## src/rtl/dual_port_fifo_ctrl.sv

```systemverilog
// dual_port_fifo_ctrl: synchronous FIFO controller driving an external dual-port RAM.
// Tracks read/write pointers and occupancy; registers popped data from the RAM's d_out.
module dual_port_fifo_ctrl #(
  parameter int n = 4,
  parameter int m = 4
) (
  input  logic         clk,
  input  logic         rst_n,
  input  logic         wr_en,
  input  logic [m-1:0] wr_data,
  input  logic         rd_en,
  output logic [m-1:0] rd_data,
  output logic         rd_valid,
  output logic         full,
  output logic         empty,
  output logic [n:0]   count,
  output logic         overflow,
  output logic         underflow,
  output logic         ram_r,
  output logic         ram_w,
  output logic [n-1:0] ram_address_in,
  output logic [n-1:0] ram_address_out,
  output logic [m-1:0] ram_d_in,
  input  logic [m-1:0] ram_d_out
);
  logic [n-1:0] wptr, rptr;
  logic push_ok, pop_ok;
  // count never exceeds 2^n, so its top bit alone marks full
  assign full = count[n];
  assign empty = count == '0;
  // gating with rst_n keeps both RAM strobes low for the whole reset window
  assign push_ok = rst_n & wr_en & ~full;
  assign pop_ok = rst_n & rd_en & ~empty;
  assign ram_w = push_ok;
  assign ram_r = pop_ok;
  assign ram_address_in = wptr;
  assign ram_address_out = rptr;
  assign ram_d_in = wr_data;
  always_ff @(posedge clk or negedge rst_n) begin
    if (!rst_n) begin
      wptr <= '0;
      rptr <= '0;
      count <= '0;
      rd_data <= '0;
      rd_valid <= 1'b0;
      overflow <= 1'b0;
      underflow <= 1'b0;
    end else begin
      if (push_ok) wptr <= wptr + 1'b1;
      if (pop_ok) begin
        rptr <= rptr + 1'b1;
        rd_data <= ram_d_out;
      end
      rd_valid <= pop_ok;
      count <= count + (n+1)'(push_ok) - (n+1)'(pop_ok);
      if (wr_en & full) overflow <= 1'b1;
      if (rd_en & empty) underflow <= 1'b1;
    end
  end
endmodule

```

## config.mk

```make
export PLATFORM = sky130hd
export DESIGN_NAME = dual_port_fifo_ctrl
export DESIGN_NICKNAME = d
export VERILOG_FILES = /design/src/rtl/dual_port_fifo_ctrl.sv
export SDC_FILE = /design/constraint.sdc
export NUM_CORES = 1
export LEC_CHECK = 0
export BUFFER_PORTS_ARGS = -buffer_cell sky130_fd_sc_hd__buf_2
export CAP_MARGIN = 20
export CORE_ASPECT_RATIO = 0.5
export CORE_MARGIN = 2
export CORE_UTILIZATION = 35
export CTS_CLUSTER_DIAMETER = 60
export DETAILED_ROUTE_END_ITERATION = 6
export SYNTH_ARGS = -nofsm -noshare
export SYNTH_HDL_FRONTEND = slang
export SYNTH_SLANG_ARGS = --single-unit
```

## constraint.sdc

```tcl
create_clock -name clk -period 3.7 [get_ports clk]
set_input_delay 0.555 -clock clk [delete_from_list [all_inputs] [get_ports clk]]
set_output_delay 0.555 -clock clk [all_outputs]
set_load 0.02 [all_outputs]
```

==> results.py <==
metrics = {
    "outcome": {
        "status": "finished clean",
    },
    "finish": {
        "layout-drive-gt1-share": 0.423,
        "final_area_um2": 1210,
        "area_growth_syn_to_layout_pct": 25.0,
        "final_util": 0.463,
        "nNetsFinal": 126,
        "antennaDiodeCount": 0,
    },
    "global_route": {
        "grt_pass1_vias": 551,
        "grt_usage": 0.119,
        "grt_max_degree": 17,
        "antenna_found_initial": 0,
        "grt_pass1_wl_um": 2660,
        "grt_overflow": 0,
    },
    "clocking": {
        "cts_tree": "yes",
        "cts_buffer_depth": 2,
        "cts_buffers": 3,
        "cts_resized": 0,
        "cts_root_buf": "clkbuf_8",
        "clk_pin_slew_ns": 0.07,
        "numClockSinks": 20,
        "hold_buffers": 0,
        "htree_num_levels": 1,
        "cts_setup_buffers": 0,
        "clk_latency_ns": 0.26,
    },
    "worst_setup_path": {
        "crit_path_end_kind": "register",
        "worst-setup-path-type": "reg -> reg",
        "r2r_end": "count[4]$_DFF_PN0_",
        "crit_top_cell": "ha_1",
        "reg2reg_depth": 11,
        "arrival_ns": 2.75,
        "startpoint_type": "register",
        "r2r_slack_ns": 1.09,
        "cpPeakStageDelay_ns": 0.41,
        "r2r_start": "count[2]$_DFF_PN0_",
        "crit_path_cell_trace": "inv_1, ha_1, nor4b_4, nor2_4, ha_1, inv_1, ha_1, fa_1, a21oi_1, o21bai_1, xnor2_1",
        "path_max_fanout": 9,
        "crit_buf_inv": 2,
        "cp_slowest_cell": "dfrtp_1",
        "required_ns": 3.84,
        "crit_family": "adder cells",
    },
    "job": {
        "cap_viol_max_count": 0,
    },
    "routing": {
        "drtIter0Drc": 23,
        "routedWlPerCell_um": 12.0,
        "firstDrtPassIters": 2,
        "via_count": 601,
        "remaining_drc_errors": 0,
        "vias_per_cell": 4.26,
        "wirelength_um": 1690,
        "drtAntennaViolNets": 0,
    },
    "yosys": {
        "synth_flop_cell": "dfrtp_1",
        "synthArstFlopShare": 1.00,
        "yosysUniqueCellTypes": 20,
        "avgSynthCellArea_um2": 13.3,
        "netlist_top_cells_area": "dfrtp_1, ha_1, mux2_4",
        "synth_nets": 94,
        "synth_cells": 73,
        "synth_top_area_share": 0.516,
        "ys_warn_count": 0,
        "synth.most_common_cell": "dfrtp_1",
        "yosysTopAreaCell": "dfrtp_1",
        "synth_common_cells": "dfrtp_1, ha_1, inv_1, xor2_1",
        "synth_seq_cells": 20,
        "synth_seq_area_share": 0.516,
        "syn-cell-area_um2": 970,
        "synth_edf_count": 0,
    },
    "sta": {
        "period_share": 0.705,
        "setup_violations": 0,
        "slew_violations": 0,
        "rsz0062_at_grt": "no",
        "max-slew-margin-rel": 0.730,
        "worst_pin_slew_ns": 0.404,
        "fmax_mhz": 383,
        "hold_viol": 0,
        "finalCriticalPeriod_ns": 2.61,
        "worst_slack_ns": 1.09,
        "tns_ns": 0,
        "clock_skew_ns": 0.00819,
    },
    "power": {
        "p_int_w": 0.000680,
        "irDropWorstVdd_uv": 340,
        "powerDensity_nw_per_um2": 937,
        "switching_share": 0.402,
        "combPwrFrac": 0.452,
        "p_switching_w": 0.000457,
        "p_clk_frac": 0.190,
        "leakage_nw": 0.631,
        "seq_power_share": 0.358,
    },
    "placed_design": {
        "port_buffers": 31,
        "dp_slack_ns": 1.03,
        "placement.cell_area_um2": 1140,
        "dpl.hpwl_um": 1320,
        "gp_congestion": 0.730,
    },
    "floorplan": {
        "die_y_um": 41.2,
        "die_w_um": 78.4,
        "core_um2": 2620,
        "ioPinCount": 40,
        "dieArea_um2": 3230,
        "fp-row-count": 13,
        "start_util": 0.370,
    },
    "worst_hold_path": {
        "hold_class": "in -> async",
    },
}
## per-layer routing
layer  vias up  wire length, µm  GRT usage
li1        300                -          -
met1       282              789      0.146
met2        17              794      0.194
met3         2               91     0.0463
met4         0               12     0.0570
met5         -                0          0
## power by group through the flow
| stage | Clock [W] | Combinational [W] | Sequential [W] |
|---|---|---|---|
| 6_report | 0.000216 | 0.000514 | 0.000407 |
| 5_1_grt | 0.000231 | 0.000571 | 0.000420 |
| 4_1_cts | 0.000221 | 0.000526 | 0.000408 |
| 3_5_place_dp | 0 | 0.000521 | 0.000410 |
| 3_3_place_gp | 0 | 0.000508 | 0.000411 |
| 2_1_floorplan | 0 | 0.000267 | 0.000505 |
## worst register-to-register path, cell delays in order, from the launching register on
cell	delay [ns]
dfrtp_1	0.41
inv_1	0.09
ha_1	0.16
nor4b_4	0.36
nor2_4	0.15
ha_1	0.30
inv_1	0.04
ha_1	0.20
fa_1	0.41
a21oi_1	0.15
o21bai_1	0.09
xnor2_1	0.12
## state kept, by name (all words and copies together), names as in the netlist
name	flops
rd_data	4
ram_address_in	4
overflow	1
underflow	1
count	5
rd_valid	1
ram_address_out	4
## stage by stage
step,cells,hold WS (ns),total power [W]
finish,141,0.107,0.00114
global route,141,0.109,0.00122
CTS,141,0.105,0.00116
detailed placement,137,0.385,0.000930
global placement,137,0.380,0.000919
floorplan,73,0.259,0.000772
## area by class of cell
type / count / area (µm²)
clock buffers: 3 / 41.3
clock inverters: 1 / 30.0
fillers: 247 / 1410
inverters: 6 / 22.5
multi-input cells: 42 / 409
flip-flops and latches: 20 / 500
well taps: 37 / 46.3
repair buffers: 32 / 163
## worst max path at each step
stage | start | endpoint | slack [ns] | cells after the start
CTS | count[2]$_DFF_PN0_ | count[4]$_DFF_PN0_ | 1.05 | 11
finish | count[2]$_DFF_PN0_ | count[4]$_DFF_PN0_ | 1.09 | 11
global placement | rst_n | count[4]$_DFF_PN0_ | 1.12 | 10
global route | count[3]$_DFF_PN0_ | count[4]$_DFF_PN0_ | 0.88 | 11
floorplan | count[3]$_DFF_PN0_ | count[4]$_DFF_PN0_ | 0.97 | 11
detailed placement | rst_n | count[4]$_DFF_PN0_ | 1.03 | 10
## placed cells by master (no fill, tap or decap), types with 2 or more instances in the layout
master / n
buf_2: 31
dfrtp_1: 20
ha_1: 8
inv_1: 6
xor2_1: 6
nand2_1: 5
mux2_4: 5
xnor2_1: 4
clkbuf_8: 3
a21o_1: 2
a21oi_1: 2
## cells by family (layout without fill, tap and decap cells)
kind of cell    after synthesis  after routing  share of synthesized area
compound gates                6              6                     0.0426
xor+xnor                     10             10                     0.0903
mux                           5              5                     0.0774
flops                        20             20                      0.516
fa+ha+maj                     9              9                      0.124
simple gates                 12             12                     0.0877
buf+inv                      11             42                     0.0619
(Power assumes the default switching activity.)
